$ cat src/rtl/sram22_req_adapter_if.sv
// Bundle of request, response and macro-pin signals for sram22_req_adapter.
// The adapter takes the slave modport; the requester/consumer/macro side takes master.
// Parameters must match the adapter instance and the sram22 macro geometry.
interface sram22_req_adapter_if #(
  parameter int DATA_WIDTH  = 32,
  parameter int ADDR_WIDTH  = 9,
  parameter int WMASK_WIDTH = 4
);
  logic                   req_valid;
  logic                   req_ready;
  logic                   req_we;
  logic [WMASK_WIDTH-1:0] req_wmask;
  logic [ADDR_WIDTH-1:0]  req_addr;
  logic [DATA_WIDTH-1:0]  req_wdata;
  logic                   rsp_valid;
  logic                   rsp_ready;
  logic [DATA_WIDTH-1:0]  rsp_rdata;
  logic                   sram_we;
  logic [WMASK_WIDTH-1:0] sram_wmask;
  logic [ADDR_WIDTH-1:0]  sram_addr;
  logic [DATA_WIDTH-1:0]  sram_din;
  logic [DATA_WIDTH-1:0]  sram_dout;

  modport slave (
    input  req_valid, req_we, req_wmask, req_addr, req_wdata, rsp_ready, sram_dout,
    output req_ready, rsp_valid, rsp_rdata, sram_we, sram_wmask, sram_addr, sram_din
  );

  modport master (
    output req_valid, req_we, req_wmask, req_addr, req_wdata, rsp_ready, sram_dout,
    input  req_ready, rsp_valid, rsp_rdata, sram_we, sram_wmask, sram_addr, sram_din
  );
endinterface

$ cat src/rtl/sram22_req_adapter.sv
// Valid/ready front-end driving sram22 single-port macro pins, with a 2-entry read FIFO.
// Latency: read fire at edge N -> dout captured and rsp_valid at edge N+1 (2 edges).
// Backpressure: req_ready = (pending + fifo count - pop) < 2; rsp_ready frees a credit combinationally.
// Optional feature macro: SRAM_ADAPTER_WRITE_ACK_EN (writes take a credit and return rsp_rdata=0).
module sram22_req_adapter #(
  parameter int DATA_WIDTH  = 32,
  parameter int ADDR_WIDTH  = 9,
  parameter int WMASK_WIDTH = 4
) (
  input logic               clk,
  input logic               rstb,
  sram22_req_adapter_if.slave bus
);

  logic                   fire;
  logic                   pop;
  logic                   push;
  logic                   pend_set;
  logic [2:0]             occ;
  logic [WMASK_WIDTH-1:0] wmask_w;
  logic [DATA_WIDTH-1:0]  push_dat;

  logic                   rd_pend_q, rd_pend_d;
  logic [ADDR_WIDTH-1:0]  addr_q, addr_d;
  logic [1:0]             count_q, count_d;
  logic                   wr_ptr_q, wr_ptr_d;
  logic                   rd_ptr_q, rd_ptr_d;
  logic [DATA_WIDTH-1:0]  fifo_q [2];
  logic [DATA_WIDTH-1:0]  fifo_d [2];
`ifdef SRAM_ADAPTER_WRITE_ACK_EN
  logic                   pend_wr_q, pend_wr_d;
`endif

  // Credit accounting: one outstanding macro read plus FIFO entries may never exceed 2.
  // Holding reset forces req_ready low so nothing fires into a macro we are not tracking.
  assign pop           = (count_q != 2'd0) & bus.rsp_ready;
  assign occ           = {2'b00, rd_pend_q} + {1'b0, count_q} - {2'b00, pop};
  assign bus.req_ready = rstb & (occ < 3'd2);
  assign fire          = bus.req_valid & bus.req_ready;

  // Macro pins: idle cycles re-read the last fired address with we=0, result ignored.
  assign wmask_w        = (fire & bus.req_we) ? bus.req_wmask : '0;
  assign bus.sram_we    = fire & bus.req_we;
  assign bus.sram_wmask = wmask_w;
  assign bus.sram_addr  = fire ? bus.req_addr : addr_q;
  assign bus.sram_din   = bus.req_wdata;

  // The macro presents dout one edge after it sampled the read, so push lags fire by one edge.
  assign push = rd_pend_q;
`ifdef SRAM_ADAPTER_WRITE_ACK_EN
  assign pend_set = fire;
  assign push_dat = pend_wr_q ? '0 : bus.sram_dout;
`else
  assign pend_set = fire & ~bus.req_we;
  assign push_dat = bus.sram_dout;
`endif

  assign bus.rsp_valid = (count_q != 2'd0);
  assign bus.rsp_rdata = fifo_q[rd_ptr_q];

  // Next-state for pending slot, address hold register and FIFO pointers/storage.
  always_comb begin
    rd_pend_d = pend_set;
    addr_d    = fire ? bus.req_addr : addr_q;
    count_d   = count_q + {1'b0, push} - {1'b0, pop};
    wr_ptr_d  = wr_ptr_q ^ push;
    rd_ptr_d  = rd_ptr_q ^ pop;
    fifo_d    = fifo_q;
    if (push) begin
      fifo_d[wr_ptr_q] = push_dat;
    end
  end

`ifdef SRAM_ADAPTER_WRITE_ACK_EN
  // Remember whether the pending slot belongs to a write so its response carries zero.
  always_comb begin
    pend_wr_d = fire & bus.req_we;
  end

  // Write-ack tag register; cleared with the pending slot on reset.
  always_ff @(posedge clk or negedge rstb) begin
    if (!rstb) begin
      pend_wr_q <= 1'b0;
    end else begin
      pend_wr_q <= pend_wr_d;
    end
  end
`endif

  // State registers; reset drops any read in flight so it never produces a response.
  always_ff @(posedge clk or negedge rstb) begin
    if (!rstb) begin
      rd_pend_q <= 1'b0;
      addr_q    <= '0;
      count_q   <= 2'd0;
      wr_ptr_q  <= 1'b0;
      rd_ptr_q  <= 1'b0;
      fifo_q[0] <= '0;
      fifo_q[1] <= '0;
    end else begin
      rd_pend_q <= rd_pend_d;
      addr_q    <= addr_d;
      count_q   <= count_d;
      wr_ptr_q  <= wr_ptr_d;
      rd_ptr_q  <= rd_ptr_d;
      fifo_q[0] <= fifo_d[0];
      fifo_q[1] <= fifo_d[1];
    end
  end

  // The credit rule guarantees a push never lands in a full FIFO without a matching pop.
  a_no_overflow: assert property (@(posedge clk) disable iff (!rstb)
    !(push && (count_q == 2'd2) && !pop));

endmodule

$ cat src/flat_wrapper.sv
// flat-port wrapper written by rule: the top's interface ports become plain ports
module sram22_req_adapter_flat 
#(
  parameter int DATA_WIDTH  = 32,
  parameter int ADDR_WIDTH  = 9,
  parameter int WMASK_WIDTH = 4
)
  (clk, rstb, bus_req_valid, bus_req_we, bus_req_wmask, bus_req_addr, bus_req_wdata, bus_rsp_ready, bus_sram_dout, bus_req_ready, bus_rsp_valid, bus_rsp_rdata, bus_sram_we, bus_sram_wmask, bus_sram_addr, bus_sram_din);
  sram22_req_adapter_if #(.DATA_WIDTH(DATA_WIDTH), .ADDR_WIDTH(ADDR_WIDTH), .WMASK_WIDTH(WMASK_WIDTH)) bus_i ();
  input logic clk;
  input logic rstb;
  input wire logic [$bits(bus_i.req_valid)-1:0] bus_req_valid;
  input wire logic [$bits(bus_i.req_we)-1:0] bus_req_we;
  input wire logic [$bits(bus_i.req_wmask)-1:0] bus_req_wmask;
  input wire logic [$bits(bus_i.req_addr)-1:0] bus_req_addr;
  input wire logic [$bits(bus_i.req_wdata)-1:0] bus_req_wdata;
  input wire logic [$bits(bus_i.rsp_ready)-1:0] bus_rsp_ready;
  input wire logic [$bits(bus_i.sram_dout)-1:0] bus_sram_dout;
  output wire logic [$bits(bus_i.req_ready)-1:0] bus_req_ready;
  output wire logic [$bits(bus_i.rsp_valid)-1:0] bus_rsp_valid;
  output wire logic [$bits(bus_i.rsp_rdata)-1:0] bus_rsp_rdata;
  output wire logic [$bits(bus_i.sram_we)-1:0] bus_sram_we;
  output wire logic [$bits(bus_i.sram_wmask)-1:0] bus_sram_wmask;
  output wire logic [$bits(bus_i.sram_addr)-1:0] bus_sram_addr;
  output wire logic [$bits(bus_i.sram_din)-1:0] bus_sram_din;
  assign bus_i.req_valid = bus_req_valid;
  assign bus_i.req_we = bus_req_we;
  assign bus_i.req_wmask = bus_req_wmask;
  assign bus_i.req_addr = bus_req_addr;
  assign bus_i.req_wdata = bus_req_wdata;
  assign bus_i.rsp_ready = bus_rsp_ready;
  assign bus_i.sram_dout = bus_sram_dout;
  assign bus_req_ready = bus_i.req_ready;
  assign bus_rsp_valid = bus_i.rsp_valid;
  assign bus_rsp_rdata = bus_i.rsp_rdata;
  assign bus_sram_we = bus_i.sram_we;
  assign bus_sram_wmask = bus_i.sram_wmask;
  assign bus_sram_addr = bus_i.sram_addr;
  assign bus_sram_din = bus_i.sram_din;
  sram22_req_adapter #(.DATA_WIDTH(DATA_WIDTH), .ADDR_WIDTH(ADDR_WIDTH), .WMASK_WIDTH(WMASK_WIDTH)) u_core (.clk(clk), .rstb(rstb), .bus(bus_i));
endmodule
$ cat config.mk
export PLATFORM = sky130hd
export DESIGN_NAME = sram22_req_adapter_flat
export DESIGN_NICKNAME = d
export VERILOG_FILES = /design/src/rtl/sram22_req_adapter_if.sv /design/src/rtl/sram22_req_adapter.sv /design/src/flat_wrapper.sv
export SDC_FILE = /design/constraint.sdc
export NUM_CORES = 1
export LEC_CHECK = 0
export CAP_MARGIN = 40
export CORE_ASPECT_RATIO = 0.9
export CORE_MARGIN = 2
export CORE_UTILIZATION = 47
export CTS_BUF_LIST = sky130_fd_sc_hd__clkbuf_4
export CTS_CLUSTER_SIZE = 25
export DETAILED_ROUTE_END_ITERATION = 8
export GPL_TIMING_DRIVEN = 0
export PLACE_DENSITY = 0.89
export SYNTH_ARGS = -nofsm -noshare
export SYNTH_HDL_FRONTEND = slang
export SYNTH_SLANG_ARGS = --single-unit
$ cat constraint.sdc
create_clock -name clk -period 5.6 [get_ports clk]
set_input_delay 0.56 -clock clk [delete_from_list [all_inputs] [get_ports clk]]
set_output_delay 0.56 -clock clk [all_outputs]
set_load 0.01 [all_outputs]
; ---- Word level (Yosys, flattened, before mapping)
; Cells that the tools add are included.
[totals]
elab_cells = 35
input_bits = 82
regBits = 78
output_inout_bits = 80
[classes]
n_addsub = 4
n_mux = 8
n_bitwise = 10
reduce_logical = 2
magnitude_cmp = 4
[ops]
columns = op, count
row1 = 2-to-1 mux 32 bit, 4
row2 = bitwise mux 64 bit, 1
row3 = demux 32 bit (select 1 bit), 1
row4 = 2-to-1 mux 9 bit, 1
row5 = AND 1 bit, 5
row6 = greater-or-equal comparator 2 bit (second input constant), 2
row7 = 2-to-1 mux 4 bit, 1
row8 = NOT 1 -> 2 bit, 2
row9 = adder 1 x 2 -> 3 bit, 1
row10 = < comparator 3 x 2 -> 1 bit (second input constant), 1
row11 = subtractor 3 x 1 -> 3 bit, 1
row12 = adder 2 x 1 -> 2 bit, 1
row13 = < comparator 2 x 1 -> 1 bit (second input constant), 1
row14 = nonzero test 2 bit, 1
row15 = subtractor 2 x 1 -> 2 bit, 1
row16 = XOR 1 bit, 2
row17 = logical AND 1 bit, 1
row18 = NOT 1 bit, 1

; ---- Logic depth before layout (Yosys ltp)
[depth]
depth_word = 8
ltp_mapped = 10
ltp_nobuf = 10

; ---- Worst setup path before layout
; OpenSTA, ideal clock, no wires.
[synth_timing]
path_type = flip-flop to output port
startpoint = register u_core.count_q[1]
endpoint = output port bus_sram_wmask[0]
required_time_ns = 5.040
t_arrival_ns = 2.727
stages_incl_launch_ff = 11
slack_ns = 2.313
n_path_buf = 0
path_cell_list = dfrtp_1 or2_2 and2_1 ha_1 inv_1 ha_1 inv_1 fa_1 xor2_2 nor3_1 and2_2
[synth_between]
elab_chain_cells = 8
elab_cells_between_ends = 9
classes_between = add/sub: 2 / order compare: 1 / mux: 1 / bitwise: 4 / reduce/logical: 1
[synth_lines]
columns = element, line
row1 = "start, declared", sram22_req_adapter.sv:25  ; logic [1:0] count_q, count_d;
row2 = "start signal, assigned", sram22_req_adapter.sv:103  ; count_q <= count_d;
row3 = nonzero test 2 bit, -
row4 = named net bus_rsp_valid, flat_wrapper.sv:20  ; output wire logic [$bits(bus_i.rsp_valid)-1:0] bus_rsp_valid;
row5 = AND 1 bit, sram22_req_adapter.sv:36  ; assign pop = (count_q != 2'd0) & bus.rsp_ready;
row6 = subtractor 3 x 1 -> 3 bit, sram22_req_adapter.sv:37  ; assign occ = {2'b00, rd_pend_q} + {1'b0, count_q} - {2'b00, pop};
row7 = < comparator 3 x 2 -> 1 bit, sram22_req_adapter.sv:38  ; assign bus.req_ready = rstb & (occ < 3'd2);
row8 = AND 1 bit, sram22_req_adapter.sv:38
row9 = AND 1 bit, sram22_req_adapter.sv:39  ; assign fire = bus.req_valid & bus.req_ready;
row10 = AND 1 bit, sram22_req_adapter.sv:42  ; assign wmask_w = (fire & bus.req_we) ? bus.req_wmask : '0;
row11 = named net bus_sram_we, flat_wrapper.sv:22  ; output wire logic [$bits(bus_i.sram_we)-1:0] bus_sram_we;
row12 = 2-to-1 mux 4 bit, sram22_req_adapter.sv:42
row13 = "end, declared", flat_wrapper.sv:23  ; output wire logic [$bits(bus_i.sram_wmask)-1:0] bus_sram_wmask;
; The timed path passes the listed nets, and every way through them passes these cells.

; ---- Final worst setup path
[layout_timing]
startpoint = register u_core.count_q[1]
endpoint = output port bus_sram_addr[4]
[layout_between]
elab_chain_cells = 7
elab_cells_between_ends = 8
classes_between = add/sub: 2 / order compare: 1 / mux: 1 / bitwise: 3 / reduce/logical: 1
[layout_lines]
columns = element, line
row1 = "parallel branches: the longest is 2 deep, another holds adder 1 x 2 -> 3 bit", -
row2 = subtractor 3 x 1 -> 3 bit (*), sram22_req_adapter.sv:37
row3 = < comparator 3 x 2 -> 1 bit (*), sram22_req_adapter.sv:38
row4 = AND 1 bit (*), sram22_req_adapter.sv:38
row5 = AND 1 bit (*), sram22_req_adapter.sv:39
row6 = 2-to-1 mux 9 bit (*), sram22_req_adapter.sv:45  ; assign bus.sram_addr = fire ? bus.req_addr : addr_q;
row7 = "end, declared", flat_wrapper.sv:24  ; output wire logic [$bits(bus_i.sram_addr)-1:0] bus_sram_addr;
; Every way passes the cells marked *.

==> flow_summary.toml <==
[timing]
skew_ns = 0.0116
rsz0062_at_grt = "no"
min_period_ns = 4.23
whs_ns = 0.0299
finalCritPeriodShare_pct = 75.5
setup_ws_ns = 1.37
fmaxAchievable_ghz = 0.237
setup_violations = 0
hold_violations = 0
finalMaxSlewViolations = 0
fin_tns_setup_ns = 0
max-slew-margin-rel_pct = 70.6
tightest_slew_ns = 0.437

[place]
gp_congestion = 0.722
dp_hpwl_um = 5710
port_buffers = 129
pre_cts_slack_ns = 1.59
place_area_um2 = 5070

[clocking]
h-tree-depth = 3
clkLatencyLatePin_ns = 0.40
cts.sinks = 78
clk_pin_slew_worst_paths_ns = 0.12
root_buffer = "clkbuf_4"
cts_tree = "done"
post-cts-setup-buffers = 0
cts-hold-fix-buffers = 0
cts_resized = 0
cts_made_buffers = 9
cts_buffer_depth = 2

[grt]
grt_pass1_wl_um = 12100
gr-max-usage-layer = "met2"
grt_pass1_vias = 2631
grt_antenna_before_repair = 0
use_met2_pct = 32.7
met1_usage_pct = 20.4
track_usage_pct = 17.8
grt_max_degree = 62
use_met3_pct = 5.14
globalRouteOverflowTotal = 0

[die]
start_util_pct = 48.3
die_w_um = 96.6
fp.coreArea_um2 = 7510
die_h_um = 87.4
fp-row-count = 30
die_area_um2 = 8440
io_pins = 162

[pwr]
p_total_mw = 2.56
p_leak_nw = 2.34
power_density_nw_per_um2 = 494
ir_drop_mv = 0.242

[drt]
firstDrtPassIters = 4
drc = 0
via_per_inst = 4.90
post_drt_wl_per_cell_um = 15.5
drtAntennaViolNets = 0
vias = 2423
drt-initial-drc-count = 41
wirelength_um = 7680

[critical_path]
rr_worst_depth = 10
reg2reg_to = "u_core.addr_q[6]$_DFF_PN0_"
crit_type = "register to output pin"
startpoint = "u_core.count_q[1]$_DFF_PN0_"
cp_max_fo = 9
arrival_ns = 3.67
worst_setup_path_end_kind = "output pin"
critical_path_required_ns = 5.04
cp-start-kind = "register"
rrSetupSlack_ns = 2.70
rr_startpoint = "u_core.count_q[1]$_DFF_PN0_"
crit_end = "bus_sram_addr[4]"

[flow_run]
cap_violations = 0

[layout]
final_design_area_no_fill_um2 = 5190
drive_gt1_share_pct = 41.2
syn2layout_area_growth_pct = 42.9
antenna_cells = 0
fill_cells = 552
layout_commonest_cell = "clkdlybuf4s50_1"
fin_nets = 481
most-common-layout-cells = "128 x clkdlybuf4s50_1, 101 x mux2_2, 78 x dfrtp_1"

[synth]
yosysSeqAreaShare_pct = 53.8
syn_area_per_cell_um2 = 14.3
ys_warn_count = 0
syn_inst = 253
synthesis.nets = 340
ys_ff_latch = 78
netlist_area_um2 = 3630
synth.distinct_cells = 19

[worst_hold_path]
min_path_type = "primary input to asynchronous set/reset pin"

[run_status]
outcome = "complete, no violations"
==> layout make-up <==
class,instances,area (µm²),area share [%]
flip-flops and latches,78,1950,37.6
multi-input cells,125,1360,26.2
repair buffers,130,1320,25.4
plain buffers,44,298,5.74
well taps,96,120,2.32
clock buffers,9,67.6,1.30
clock inverters,6,53.8,1.04
inverters,6,22.5,0.434
==> registers in the layout, indices dropped and copies added (netlist names) <==
signal and count:
u_core.addr_q 9, u_core.rd_ptr_q 1, u_core.fifo_q 64, u_core.count_q 2, u_core.push 1, u_core.wr_ptr_q 1
==> power by group <==
part           total, mW  internal [mW]  switching, mW
clock              0.314          0.129          0.185
sequential         0.951          0.829          0.122
combinational       1.30          0.820          0.476
==> cells in the mapped netlist <==
cell	count	area, µm²
mux2_2	101	1140
dfrtp_1	78	1950
buf_4	32	240
buf_2	10	50.1
inv_1	6	22.5
and2_2	4	30.0
ha_1	4	50.1
mux2_1	4	45.0
clkbuf_1	2	7.51
nand2_1	2	7.51
nor3_1	2	10.0
and2_1	1	6.26
fa_1	1	20.0
nand3_1	1	5.00
nor2_1	1	3.75
nor2_4	1	11.3
or2_2	1	6.26
xor2_1	1	8.76
xor2_2	1	16.3
==> metrics by stage <==
step / util, % / instances
floorplan: - / 253
global placement: 67.2 / 478
detailed placement: 67.5 / 479
CTS: 69.1 / 494
global route: 69.1 / 494
finish: 69.1 / 494
==> worst min-delay path by stage <==
| stage | slack (ns) | cells past startpoint | endpoint | start |
|---|---|---|---|---|
| 2_1_floorplan | 0.26 | 0 | u_core.addr_q[0]$_DFF_PN0_ | rstb |
| 3_3_place_gp | 0.46 | 1 | u_core.fifo_q[11]$_DFFE_PN0P_ | u_core.fifo_q[11]$_DFFE_PN0P_ |
| 3_5_place_dp | 0.46 | 1 | u_core.fifo_q[9]$_DFFE_PN0P_ | rstb |
| 4_1_cts | 0.01 | 1 | u_core.fifo_q[9]$_DFFE_PN0P_ | rstb |
| 5_1_grt | 0.02 | 1 | u_core.fifo_q[6]$_DFFE_PN0P_ | rstb |
| 6_report | 0.03 | 1 | u_core.addr_q[1]$_DFF_PN0_ | rstb |
==> routing by layer <==
metal	wire, µm	part of all wire, %
met5	0	0
met4	133	1.7
met3	532	6.9
met2	3930	51
met1	3080	40
==> cells by family (layout without fill, tap and decap cells) <==
kind of cell | count (synthesis) | in the layout | synth area share [%]
multiplexers | 105 | 105 | 32.6
flip-flops | 78 | 78 | 53.8
buffers and inverters | 50 | 195 | 8.82
AND/OR/NAND/NOR | 13 | 13 | 2.21
adder cells (fa/ha/maj) | 5 | 5 | 1.93
XOR/XNOR | 2 | 2 | 0.690
==> worst max-delay path, cell delays in order, from the launching register on <==
cell and delay (ns):
dfrtp_1 0.45, or2_2 0.32, and2_1 0.19, ha_1 0.27
inv_1 0.05, ha_1 0.12, inv_1 0.05, fa_1 0.53
nand3_1 0.15, nor2_4 0.27, mux2_2 0.39, clkdlybuf4s50_1 0.49
(Power assumes the default switching activity.)
